`src/rtl/rom_port_arbiter_pkg.sv`:
```
// Shared types and defaults for the ROM0 port arbiter (CPU vs PI bus).
package rom_port_arbiter_pkg;

  localparam int ARB_AW          = 23;
  localparam int ARB_DW          = 16;
  localparam int ARB_PI_WAIT_MAX = 64;

  typedef enum logic [1:0] {
    ST_IDLE     = 2'd0,
    ST_CPU_BUSY = 2'd1,
    ST_PI_BUSY  = 2'd2
  } arb_state_t;

  // Width of a counter that must be able to hold max_val itself.
  function automatic int cnt_width(input int max_val);
    return $clog2(max_val + 1);
  endfunction

endpackage

```
`src/rtl/rom_arb_starve.sv`:
```
// Saturating wait counter: counts cycles a PI request has been left waiting,
// sticks at MAX, and clears when PI is granted.
module rom_arb_starve
  import rom_port_arbiter_pkg::*;
#(
  parameter int MAX = ARB_PI_WAIT_MAX
) (
  input  logic clk,
  input  logic rst_n,
  input  logic inc,
  input  logic clr,
  output logic at_max
);

  localparam int CW = cnt_width(MAX);
  localparam logic [CW-1:0] MAX_C = CW'(MAX);

  logic [CW-1:0] cnt_q;

  assign at_max = (cnt_q == MAX_C);

  // Clear wins over increment so a grant always leaves the counter at zero.
  always_ff @(posedge clk or negedge rst_n) begin
    if (!rst_n) begin
      cnt_q <= '0;
    end else if (clr) begin
      cnt_q <= '0;
    end else if (inc && !at_max) begin
      cnt_q <= cnt_q + CW'(1);
    end
  end

endmodule

```
`src/rtl/rom_port_arbiter.sv`:
```
// ROM0 port arbiter: shares one memory port between 68k cart-bus reads and
// PI-bus (USB) accesses. CPU has priority; the starvation guard forces a PI
// grant once a PI request has waited PI_WAIT_MAX cycles.
//
//   state       | meaning
//   ------------+-----------------------------------------------------
//   ST_IDLE     | no access in flight, arbitrate this cycle
//   ST_CPU_BUSY | CPU read in flight, waiting for mem_ack
//   ST_PI_BUSY  | PI read/write in flight, waiting for mem_ack
module rom_port_arbiter
  import rom_port_arbiter_pkg::*;
#(
  parameter int AW          = ARB_AW,
  parameter int DW          = ARB_DW,
  parameter int PI_WAIT_MAX = ARB_PI_WAIT_MAX
) (
  input  logic          clk,
  input  logic          rst_n,
  input  logic          cpu_act,
  input  logic [AW-1:0] cpu_addr,
  output logic [DW-1:0] cpu_dout,
  output logic          cpu_rdy,
  input  logic          pi_req,
  input  logic          pi_we,
  input  logic [AW-1:0] pi_addr,
  input  logic [DW-1:0] pi_wdat,
  output logic [DW-1:0] pi_rdat,
  output logic          pi_ack,
  output logic          mem_req,
  output logic          mem_we,
  output logic [AW-1:0] mem_addr,
  output logic [DW-1:0] mem_di,
  input  logic [DW-1:0] mem_do,
  input  logic          mem_ack
);

  arb_state_t state_q, state_d;

  logic cpu_act_d;
  logic cpu_pend_q, cpu_pend_d;
  logic cpu_new, cpu_want;
  logic pi_starved;
  logic grant_cpu, grant_pi;
  logic starve_max;
  logic starve_inc;

  logic          mem_req_d;
  logic          mem_we_d;
  logic [AW-1:0] mem_addr_d;
  logic [DW-1:0] mem_di_d;
  logic [DW-1:0] cpu_dout_d;
  logic          cpu_rdy_d;
  logic [DW-1:0] pi_rdat_d;
  logic          pi_ack_d;

  assign cpu_new    = cpu_act && !cpu_act_d;
  assign cpu_want   = cpu_new || cpu_pend_q;
  assign pi_starved = pi_req && starve_max;
  assign starve_inc = pi_req && (state_q != ST_PI_BUSY);

  rom_arb_starve #(
    .MAX (PI_WAIT_MAX)
  ) u_starve (
    .clk    (clk),
    .rst_n  (rst_n),
    .inc    (starve_inc),
    .clr    (grant_pi),
    .at_max (starve_max)
  );

  // State register.
  always_ff @(posedge clk or negedge rst_n) begin
    if (!rst_n) begin
      state_q <= ST_IDLE;
    end else begin
      state_q <= state_d;
    end
  end

  // Next state and grant decision; PI is not re-granted on its own ack cycle.
  always_comb begin
    state_d   = state_q;
    grant_cpu = 1'b0;
    grant_pi  = 1'b0;
    case (state_q)
      ST_IDLE: begin
        if (pi_starved) begin
          grant_pi = 1'b1;
          state_d  = ST_PI_BUSY;
        end else if (cpu_want) begin
          grant_cpu = 1'b1;
          state_d   = ST_CPU_BUSY;
        end else if (pi_req && !pi_ack) begin
          grant_pi = 1'b1;
          state_d  = ST_PI_BUSY;
        end
      end
      ST_CPU_BUSY, ST_PI_BUSY: begin
        if (mem_ack) state_d = ST_IDLE;
      end
      default: state_d = ST_IDLE;
    endcase
  end

  // Next values of the registered outputs and the pending-CPU flag.
  always_comb begin
    mem_req_d  = mem_req;
    mem_we_d   = mem_we;
    mem_addr_d = mem_addr;
    mem_di_d   = mem_di;
    cpu_dout_d = cpu_dout;
    cpu_rdy_d  = cpu_rdy;
    pi_rdat_d  = pi_rdat;
    pi_ack_d   = 1'b0;
    cpu_pend_d = cpu_pend_q;

    if (grant_cpu) begin
      mem_req_d  = 1'b1;
      mem_we_d   = 1'b0;
      mem_addr_d = cpu_addr;
    end else if (grant_pi) begin
      mem_req_d  = 1'b1;
      mem_we_d   = pi_we;
      mem_addr_d = pi_addr;
      mem_di_d   = pi_wdat;
    end

    // An in-flight access always runs to completion; late CPU data is dropped.
    if (state_q == ST_CPU_BUSY && mem_ack) begin
      mem_req_d = 1'b0;
      if (cpu_act) begin
        cpu_dout_d = mem_do;
        cpu_rdy_d  = 1'b1;
      end
    end else if (!cpu_act) begin
      cpu_rdy_d = 1'b0;
    end

    if (state_q == ST_PI_BUSY && mem_ack) begin
      mem_req_d = 1'b0;
      pi_ack_d  = 1'b1;
      if (!mem_we) pi_rdat_d = mem_do;
    end

    if (grant_cpu || !cpu_act) begin
      cpu_pend_d = 1'b0;
    end else if (cpu_new) begin
      cpu_pend_d = 1'b1;
    end
  end

  // Output and bookkeeping registers; reset drops mem_req immediately.
  always_ff @(posedge clk or negedge rst_n) begin
    if (!rst_n) begin
      cpu_act_d  <= 1'b0;
      cpu_pend_q <= 1'b0;
      mem_req    <= 1'b0;
      mem_we     <= 1'b0;
      mem_addr   <= '0;
      mem_di     <= '0;
      cpu_dout   <= '0;
      cpu_rdy    <= 1'b0;
      pi_rdat    <= '0;
      pi_ack     <= 1'b0;
    end else begin
      cpu_act_d  <= cpu_act;
      cpu_pend_q <= cpu_pend_d;
      mem_req    <= mem_req_d;
      mem_we     <= mem_we_d;
      mem_addr   <= mem_addr_d;
      mem_di     <= mem_di_d;
      cpu_dout   <= cpu_dout_d;
      cpu_rdy    <= cpu_rdy_d;
      pi_rdat    <= pi_rdat_d;
      pi_ack     <= pi_ack_d;
    end
  end

endmodule

```
`config.mk`:
```
export PLATFORM = sky130hd
export DESIGN_NAME = rom_port_arbiter
export DESIGN_NICKNAME = d
export VERILOG_FILES = /design/src/rtl/rom_port_arbiter_pkg.sv /design/src/rtl/rom_arb_starve.sv /design/src/rtl/rom_port_arbiter.sv
export SDC_FILE = /design/constraint.sdc
export NUM_CORES = 1
export LEC_CHECK = 0
export BUFFER_PORTS_ARGS = -buffer_cell sky130_fd_sc_hd__buf_2
export CORE_UTILIZATION = 48
export CTS_CLUSTER_DIAMETER = 150
export DETAILED_ROUTE_END_ITERATION = 8
export GPL_ROUTABILITY_DRIVEN = 1
export PLACE_DENSITY = 0.8
export SLEW_MARGIN = 20
export SYNTH_ARGS = -nofsm -noshare
export SYNTH_HDL_FRONTEND = slang
export SYNTH_HIERARCHICAL = 1
export SYNTH_SLANG_ARGS = --single-unit
export TNS_END_PERCENT = 10
```
`constraint.sdc`:
```
create_clock -name clk -period 2.7 [get_ports clk]
set_input_delay 0.135 -clock clk [delete_from_list [all_inputs] [get_ports clk]]
set_output_delay 0.135 -clock clk [all_outputs]
set_load 0.1 [all_outputs]
```
Word level (Yosys, flattened, before mapping)
Index checks and enable logic that the tools add are counted.

Add/subtract/negate cells: 1. Shift-type cells: 0. Bitwise logic cells: 2. Div/mod/pow operators: 0. Reductions and logical operators: 24. Eq/ne operators: 8. Muxes and demuxes: 28. $mul: 0. $lt $le $gt $ge: 0.

Operators by type and width (number): $mux W23 (2); $mux W1 (19); $mux W7 (2); $reduce_and A2 Y1 (5); $mux W2 (4); $add A7 B1 Y7 const B (1); $eq A7 B7 Y1 const B (1); $logic_and A1 B1 Y1 (7); $ne A2 B2 Y1 const B (3); $reduce_bool A2 Y1 (3); $logic_not A1 Y1 (4); $ne A4 B4 Y1 const B (1); $pmux W2 S2 (1); $reduce_bool A4 Y1 (1); $eq A2 B1 Y1 const B (1); $eq A2 B2 Y1 const B (1); $logic_not A2 Y1 (1); $logic_or A1 B1 Y1 (2); $ne A2 B1 Y1 const B (1); $not A1 Y1 (2); $reduce_or A2 Y1 (1).

Flip-flop bits (word level): 86. Output and inout port bits: 75. Memory bits (writable): 0. Memories kept: 0. Word-level logic and storage cells: 75. Input port bits: 84. Bits in read-only memories: 0. Bits in latches: 0.

Longest topological paths before layout
Gate-level depths: netlist of run 1.

Depth in word-level cells: 10. Depth in mapped cells: 12. Depth with buffers taken out: 10.

Hierarchy
The synthesis of run 1 kept the hierarchy.

Modules (own cells, without submodules): rom_port_arbiter (times used 1, cells each 220, area an instance 3291.9 sq um, sequential area each 1976.9 sq um); rom_arb_starve (times used 1, cells each 46, area an instance 437.9 sq um, sequential area each 175.2 sq um).

Least setup slack after synthesis of run 1
Ideal clock, no wire load.

Kind: flip-flop to flip-flop. Start: register u_starve.cnt_q[2]. End: register u_starve.cnt_q[0]. Period minus slack after synthesis: 2.472 ns. Required time: 2.561 ns. Setup time: 0.139 ns. Stages on the path, launching flop included: 10. Arrival: 2.334 ns. Path slack: 0.228 ns. Path buffers: 2. Cells stage by stage: dfrtp_1 > nor4_4 > nor2b_1 > nand2b_1 > nand3_1 > nor2_4 > buf_6 > clkbuf_1 > nor3_1 > or4_1.

Longest elaborated chain between the ends: 5. Elaborated cells between the ends (all ways): 8. Classes of those cells: eq/ne: 1; mux: 3; reduce/logical: 4.

Ends and longest elaborated chain: start: declaration (RTL line rom_arb_starve.sv:18) `logic [CW-1:0] cnt_q;`; start signal: assignment (RTL line rom_arb_starve.sv:29) `cnt_q <= cnt_q + CW'(1);`; $eq A7 B7 Y1 * (RTL line rom_arb_starve.sv:20) `assign at_max = (cnt_q == MAX_C);`; via starve_max (RTL line rom_port_arbiter.sv:44) `logic starve_max;`; $logic_and A1 B1 Y1 * (RTL line rom_port_arbiter.sv:58) `assign pi_starved = pi_req && starve_max;`; $mux W1 * (RTL line rom_port_arbiter.sv:87) `if (pi_starved) begin`; $mux W1 * (RTL line rom_port_arbiter.sv:85) `case (state_q)`; via grant_pi (RTL line rom_port_arbiter.sv:43) `logic grant_cpu, grant_pi;`; $mux W7 / $reduce_bool A2 Y1 (equally long branches).

Mark *: on every way through the listed nets, which the timed path passes. The rest lies on a longest branch. A chain may end at the register's enable or synchronous reset.

Worst setup path after layout of run 1
Start: register u_starve.cnt_q[2]. End: register u_starve.cnt_q[0].

Longest elaborated chain between the ends: 5. Elaborated cells between the ends (all ways): 8. Classes of those cells: eq/ne: 1; mux: 3; reduce/logical: 4.

Ends and longest elaborated chain (RTL line): $eq A7 B7 Y1 * (rom_arb_starve.sv:20); via starve_max (rom_port_arbiter.sv:44); $logic_and A1 B1 Y1 (rom_port_arbiter.sv:58); $mux W1 (rom_port_arbiter.sv:87); $mux W1 (rom_port_arbiter.sv:85); $mux W7 / $reduce_bool A2 Y1 (equally long branches).

Marks and branches as above.

==> results of run 1 <==
[kinds of logic after synthesis]
kind of cell,count (synthesis),share of synthesized area
AOI/OAI and AO/OA,41,0.100
xor gates and xnor gates,2,0.00470
adders and majority gates,6,0.0201
buffers and inverters,24,0.0376
DFF,86,0.577
muxes,50,0.161
and+or+nand+nor,57,0.0996
[synthesized netlist by cell type, drive strengths merged]
master   instances
dfrtp           86
mux2            50
and3            24
a221o           23
buf             10
clkbuf           7
inv              7
ha               6
a21oi            5
nand2            5
nor2             4
nor2b            4
nand2b           3
nand3            3
o21ai            3
a211oi           2
and2             2
nand4            2
nand4b           2
or3              2
xor2             2
a21boi           1
a22o             1
a22oi            1
a2bb2oi          1
a311o            1
and3b            1
nand3b           1
nor3             1
nor4             1
nor4b            1
o22ai            1
o311ai           1
o32ai            1
or4              1
[per-layer routing]
metal,vias up,GRT usage,share of wire
met5,-,0,0
met4,0,0.0565,0.016
met3,12,0.0550,0.065
met2,117,0.340,0.47
met1,1349,0.271,0.45
li1,1323,-,-
[stage by stage]
stage          instance area, um^2  worst slack [ns]  utilization  instances
6_report                      4870             0.228        0.661        535
2_1_floorplan                 3730             0.228            -        266
4_1_cts                       4830             0.171        0.655        532
3_3_place_gp                  4580             0.219        0.621        512
3_5_place_dp                  4580             0.182        0.621        512
5_1_grt                       4870            0.0641        0.661        535
[final cells by class]
cell class | count | area (um^2) | area share
flip-flops and latches | 86 | 2150 | 0.442
clock buffers | 12 | 155 | 0.0318
multi-input cells | 156 | 1450 | 0.297
clock inverters | 4 | 55.1 | 0.0113
well taps | 99 | 124 | 0.0254
inverters | 7 | 26.3 | 0.00539
repair buffers | 171 | 916 | 0.188
[worst register-to-register path, cell delays in order, from the launching register on]
cell and delay [ns]:
dfrtp_1 0.45, nor4_4 0.41, nor2b_1 0.30, nand2b_1 0.16, nand3_1 0.14, nor2_4 0.15
buf_6 0.26, nor3_1 0.08, or4_1 0.40
[what timing repair did]
| action | 4_1_cts | 5_1_grt |
|---|---|---|
| hold endpoints to repair | 4 | 88 |
| hold buffers | 4 | 3 |
| resized for setup | 0 | 1 |
| endpoints found under the setup margin | 0 | 1 |
[flip-flops by register name (all words and copies together), names as in the netlist]
register / count
pi_ack: 1
cpu_dout: 16
cpu_act_d: 1
u_starve/cnt_q: 7
cpu_rdy: 1
pi_rdat: 16
mem_di: 16
state_q: 2
cpu_pend_q: 1
mem_addr: 23
mem_we: 1
mem_req: 1
[worst min path at each step]
| stage | from | to | cells after the start |
|---|---|---|---|
| detailed placement | cpu_act | cpu_act_d$_DFF_PN0_ | 1 |
| global route | pi_addr[19] | mem_addr[19]$_DFFE_PN0P_ | 2 |
| floorplan | rst_n | cpu_act_d$_DFF_PN0_ | 0 |
| CTS | pi_addr[7] | mem_addr[7]$_DFFE_PN0P_ | 2 |
| finish | pi_wdat[8] | mem_di[8]$_DFFE_PN0P_ | 2 |
| global placement | cpu_act | cpu_act_d$_DFF_PN0_ | 1 |
==> summary.md, run 1 <==
| Metric | Value |
|---|---|
| Height of the chip | `~90 um` |
| Core Area | `around 7400 um^2` |
| Final-layout fill cell count | `roughly 570` |
| Unrepaired setup endpoints after global routing | `false` |
| Slowest library cell on the worst path | `dfrtp_1` |
| Pin count of the biggest net entering global routing | `a little under 90` |
| Final cycle utilization of the critical path | `0.915` |
| Via-per-instance ratio | `5.24` |
| Global-route wire length before repair | `between 10 and 15 mm` |
| Initial antenna violation count | `0` |
| Commonest non-fill, non-tap cells in the layout | `157 x buf_2, 86 x dfrtp_1, 35 x mux2_2` |
| Top-Level Pins | `between 150 and 200` |
| Cell count of the worst reg-to-reg path | `8` |
| IO buf count | `~160` |
| Sequential-to-total area share from yosys stat | `0.577` |
| Maximum single-stage delay on the critical path | `about 0.45 ns` |
| Final setup violating endpoints | `0` |
| Fin crit period | `about 2.5 ns` |
| Total vias in the final route | `~2800` |
| Routed WL per cell | `14.9 um` |
| Start of the worst register-to-register path | `u_starve/cnt_q[2]$_DFFE_PN0P_` |
| Max-cap violation count | `0` |
| Stages on worst setup path | `8` |
| Total negative slack for setup checks | `0 ns` |
| Per-instance average area after synthesis | `approximately 14 um^2` |
| Iteration-0 DRC Markers | `between 70 and 80` |
| Beginning of the critical path | `u_starve/cnt_q[2]$_DFFE_PN0P_` |
| GRT Total Usage | `0.207` |
| Cell area after synthesis | `between 3000 and 4000 um^2` |
| Worst Path Buf+Inv | `1` |
| H-tree Lvls | `3` |
| Initial core utilization | `0.506` |
| Top Family by Delay on Critical Path | `simple AND/OR/NAND/NOR gates` |
| DIE WIDTH | `between 90 and 100 um` |
| Routability congestion estimate from global placement | `just under 0.8` |
| Full die area | `roughly 8000 um^2` |
| End point of the critical path | `u_starve/cnt_q[0]$_DFFE_PN0P_` |
| R2R setup slack | `between 0.2 and 0.25 ns` |
| Clock root buffer | `clkbuf_8` |
| Largest cells by area after synthesis | `dfrtp_1 58%, mux2_2 11%, a221o_1 6.2%, and3_1 4.0%, mux2_4 4.0%` |
| Number of hold violations in the final report | `0` |
| Number of nets at the end of the flow | `between 500 and 600` |
| Final wirelength | `approximately 7.9 mm` |
| Remaining antenna violation count | `0` |
| Hold Slack | `approximately 0.02 ns` |
| Required time of the critical path | `around 2.9 ns` |
| Relative slew slack | `0.496` |
| Number of unique standard cell types used by synthesis | `40` |
| Status | `finished clean` |
| Element type at the critical path end | `flop` |
| CTS tree | `done` |
| Library cell with the largest summed area after synthesis | `dfrtp_1` |
| Category of the critical setup timing path | `reg -> reg` |
| Critical path, cell by cell | `nor4_4 > nor2b_1 > nand2b_1 > nand3_1 > nor2_4 > buf_6 > nor3_1 > or4_1` |
| DRC viols | `0` |
| Share of cells above drive strength 1 | `0.525` |
| Achievable frequency | `about 0.40 GHz` |
| Top cell type's share of synthesized area | `0.577` |
| Initial DRT Pass Iterations | `4` |
| Data arrival time of the critical path | `~2.7 ns` |
| Syn Inst Count | `around 270` |
| Maximum buffer depth of the clock tree | `2` |
| Most common cell after layout, fill and taps aside | `buf_2` |
| Hold crit path type | `in -> reg` |
| Buffers inserted by post-CTS timing repair | `0` |
| Synthesis-to-layout area growth | `30.7%` |
| Vias in the first global route | `2864` |
| Final HPWL DP | `roughly 5.7 mm` |
| Setup clock skew after layout | `between 0.01 and 0.015 ns` |
| Clk Latency, worst-skew pair | `roughly 0.34 ns` |
| Synth warnings | `6` |
| End of the worst register-to-register path | `u_starve/cnt_q[0]$_DFFE_PN0P_` |
| Grt total ovfl | `0` |
| Number of rows created at floorplan | `31` |
| Max Fanout on Critical Path | `33` |
| Clk slew on worst S/H paths | `about 0.09 ns` |
| Startpoint type of the worst setup path | `flop` |
| Total count of max-transition violations in the final report | `0` |
| Number of nets produced by synthesis | `between 300 and 400` |
| Number of antenna cells inserted | `0` |
| Register bit total from synthesis | `86` |
| CTS Buf Count | `9` |
| Slew of the pin with the lowest slew margin | `between 0.7 and 0.8 ns` |
| Num Clock Sinks | `86` |
Power of run 1 is not shown: default switching activity piles up to over one toggle a cycle in this logic, so the estimate is an artifact.
==> run 2, diff against run 1 <==
--- a/config.mk
+++ b/config.mk
@@ -11,6 +11,8 @@
 export DETAILED_ROUTE_END_ITERATION = 8
 export GPL_ROUTABILITY_DRIVEN = 1
 export PLACE_DENSITY = 0.8
+export RECOVER_POWER = 100
+export SKIP_LAST_GASP = 1
 export SLEW_MARGIN = 20
 export SYNTH_ARGS = -nofsm -noshare
 export SYNTH_HDL_FRONTEND = slang
==> run 2 against run 1 <==
Net effect: the run now ends with max-capacitance violations, max-slew violations left; core utilization down 2.1 points; worst setup slack improved by 0.071 ns; first-iteration DRC count grew 9.6%; clock-buffer cell count did not move; design area is 3.2% lower; register-to-register slack improved by 0.07 ns; via count rose by 0.61%; sequential share of layout area is 1.5 points higher; fmax rose by 3.0%; global-route usage did not move; cell count unchanged; critical endpoint unchanged.
==> summary.md, run 2 (synthesized netlist as in run 1, its figures left out) <==
| Metric | Value |
|---|---|
| Status | `complete, but fails checks` |
| Failing checks | `max-capacitance violations, max-slew violations` |
| Final HPWL DP | `5.73 mm` |
| Num Clock Sinks | `86` |
| Clock root buffer | `clkbuf_8` |
| Category of the critical setup timing path | `reg -> reg` |
| Final wirelength | `7.95 mm` |
| Required time of the critical path | `slightly below 3 ns` |
| Routed WL per cell | `14.9 um` |
| Full die area | `around 8100 um^2` |
| Core Area | `between 7000 and 8000 um^2` |
| CTS Buf Count | `9` |
| Commonest non-fill, non-tap cells in the layout | `86 x dfrtp_1, 81 x buf_2, 79 x clkbuf_1` |
| Total negative slack for setup checks | `0 ns` |
| Share of cells above drive strength 1 | `0.323` |
| Number of antenna cells inserted | `0` |
| Maximum buffer depth of the clock tree | `2` |
| Initial DRT Pass Iterations | `4` |
| Routability congestion estimate from global placement | `about 0.78` |
| Initial antenna violation count | `0` |
| Initial core utilization | `0.506` |
| Remaining antenna violation count | `0` |
| Area used by multi-input combinational logic | `roughly 1400 um^2` |
| Element type at the critical path end | `flop` |
| IO buf count | `between 150 and 200` |
| Total count of max-transition violations in the final report | `87` |
| Grt total ovfl | `0` |
| Achievable frequency | `0.417 GHz` |
| Max-cap violation count | `1` |
| Top-Level Pins | `159` |
| Clk slew on worst S/H paths | `roughly 0.090 ns` |
| Max Fanout on Critical Path | `33` |
| Setup clock skew after layout | `roughly 0.012 ns` |
| Vias in the first global route | `around 2900` |
| H-tree Lvls | `3` |
| Synthesis-to-layout area growth | `26.4%` |
| DIE WIDTH | `roughly 90 um` |
| Relative slew slack | `-0.339` |
| Final-layout fill cell count | `628` |
| Global-route wire length before repair | `roughly 13 mm` |
| Pin count of the biggest net entering global routing | `87` |
| Iteration-0 DRC Markers | `80` |
| DRC viols | `0` |
| GRT Total Usage | `0.207` |
| Data arrival time of the critical path | `approximately 2.6 ns` |
| Reg area | `about 2200 um^2` |
| Number of rows created at floorplan | `31` |
| Most common cell after layout, fill and taps aside | `dfrtp_1` |
| Unrepaired setup endpoints after global routing | `false` |
| Final setup violating endpoints | `0` |
| Total vias in the final route | `~2800` |
| Number of hold violations in the final report | `0` |
| Wire length on met3 | `between 400 and 500 um` |
| Highest metal used | `met4` |
| Height of the chip | `approximately 90 um` |
| Hold crit path type | `in -> reg` |
| Number of flip-flops under the largest register name | `23` |
| Largest Register | `mem_addr` |
| Fin crit period | `roughly 2.4 ns` |
| CTS tree | `done` |
| Startpoint type of the worst setup path | `flop` |
| Detailed route wirelength on metal2 | `between 3 and 4 mm` |
| Buffers inserted by post-CTS timing repair | `0` |
| Number of nets at the end of the flow | `521` |
| Clk Latency, worst-skew pair | `between 0.3 and 0.4 ns` |
| Met1 wire length | `between 3 and 4 mm` |
| Slew of the pin with the lowest slew margin | `2.01 ns` |
| Via-per-instance ratio | `roughly 5.3` |
| Final cycle utilization of the critical path | `0.889` |
run 2: changes by cell type in the layout (fill, tap and decap cells not counted):
cell and delta:
and2_0 +2, mux2_4 -10, clkbuf_1 +78, buf_2 -76, a2bb2oi_4 -1, and2_1 -2, buf_6 -1, clkbuf_2 +1
buf_4 -2, a2bb2oi_2 +1, mux2_1 +10
run 2: final timing paths:
path                                                       to  slack (ns)                          start  cells after the start
worst max-delay path            u_starve/cnt_q[0]$_DFFE_PN0P_        0.30  u_starve/cnt_q[2]$_DFFE_PN0P_                      8
worst min-delay path                    mem_di[4]$_DFFE_PN0P_       0.002                     pi_wdat[4]                      2
worst max register to register  u_starve/cnt_q[0]$_DFFE_PN0P_        0.30  u_starve/cnt_q[2]$_DFFE_PN0P_                      8
worst min register to register         mem_di[11]$_DFFE_PN0P_        0.49         mem_di[11]$_DFFE_PN0P_                      1
max in group asynchronous            mem_addr[16]$_DFFE_PN0P_        0.60                          rst_n                      2
min in group asynchronous             cpu_dout[4]$_DFFE_PN0P_        0.87                          rst_n                      2
run 2: final cells by class:
class                           instances  area share
Timing Repair Buffer                  171       0.171
Sequential cell                        86       0.456
Inverter                                7     0.00557
Tap cell                               99      0.0263
Clock buffer                           12      0.0329
Clock inverter                          4      0.0117
Multi-Input combinational cell        156       0.296
run 2: timing repair:
item | 4_1_cts | 5_1_grt
gates resized for setup | 0 | 1
hold endpoints to repair | 4 | 88
hold buffers | 4 | 3
endpoints found under the setup margin | 0 | 1
run 2: layer usage:
| metal | track usage | vias to the layer above |
|---|---|---|
| met5 | 0 | - |
| met4 | 0.0565 | 0 |
| met3 | 0.0550 | 12 |
| met2 | 0.340 | 110 |
| met1 | 0.271 | 1366 |
| li1 | - | 1330 |
run 2: through the flow:
stage                     hold slack (ns)   util  worst slack [ns]  instance area, um^2  std cells
after floorplan                    -0.161      -             0.228                 3730        266
after global placement              0.299  0.621             0.219                 4580        512
after detailed placement            0.311  0.621             0.182                 4580        512
after CTS                         0.00385  0.655             0.171                 4830        532
after global routing             -0.00678  0.640             0.132                 4720        535
final                             0.00237  0.640             0.300                 4720        535
run 2: worst max-delay path: stages (launching register included):
cell	delay (ns)
dfrtp_1	0.45
nor4_4	0.41
nor2b_1	0.24
nand2b_1	0.15
nand3_1	0.14
nor2_4	0.15
buf_6	0.26
nor3_1	0.07
or4_1	0.40
Power of run 2 is left out for the same reason.
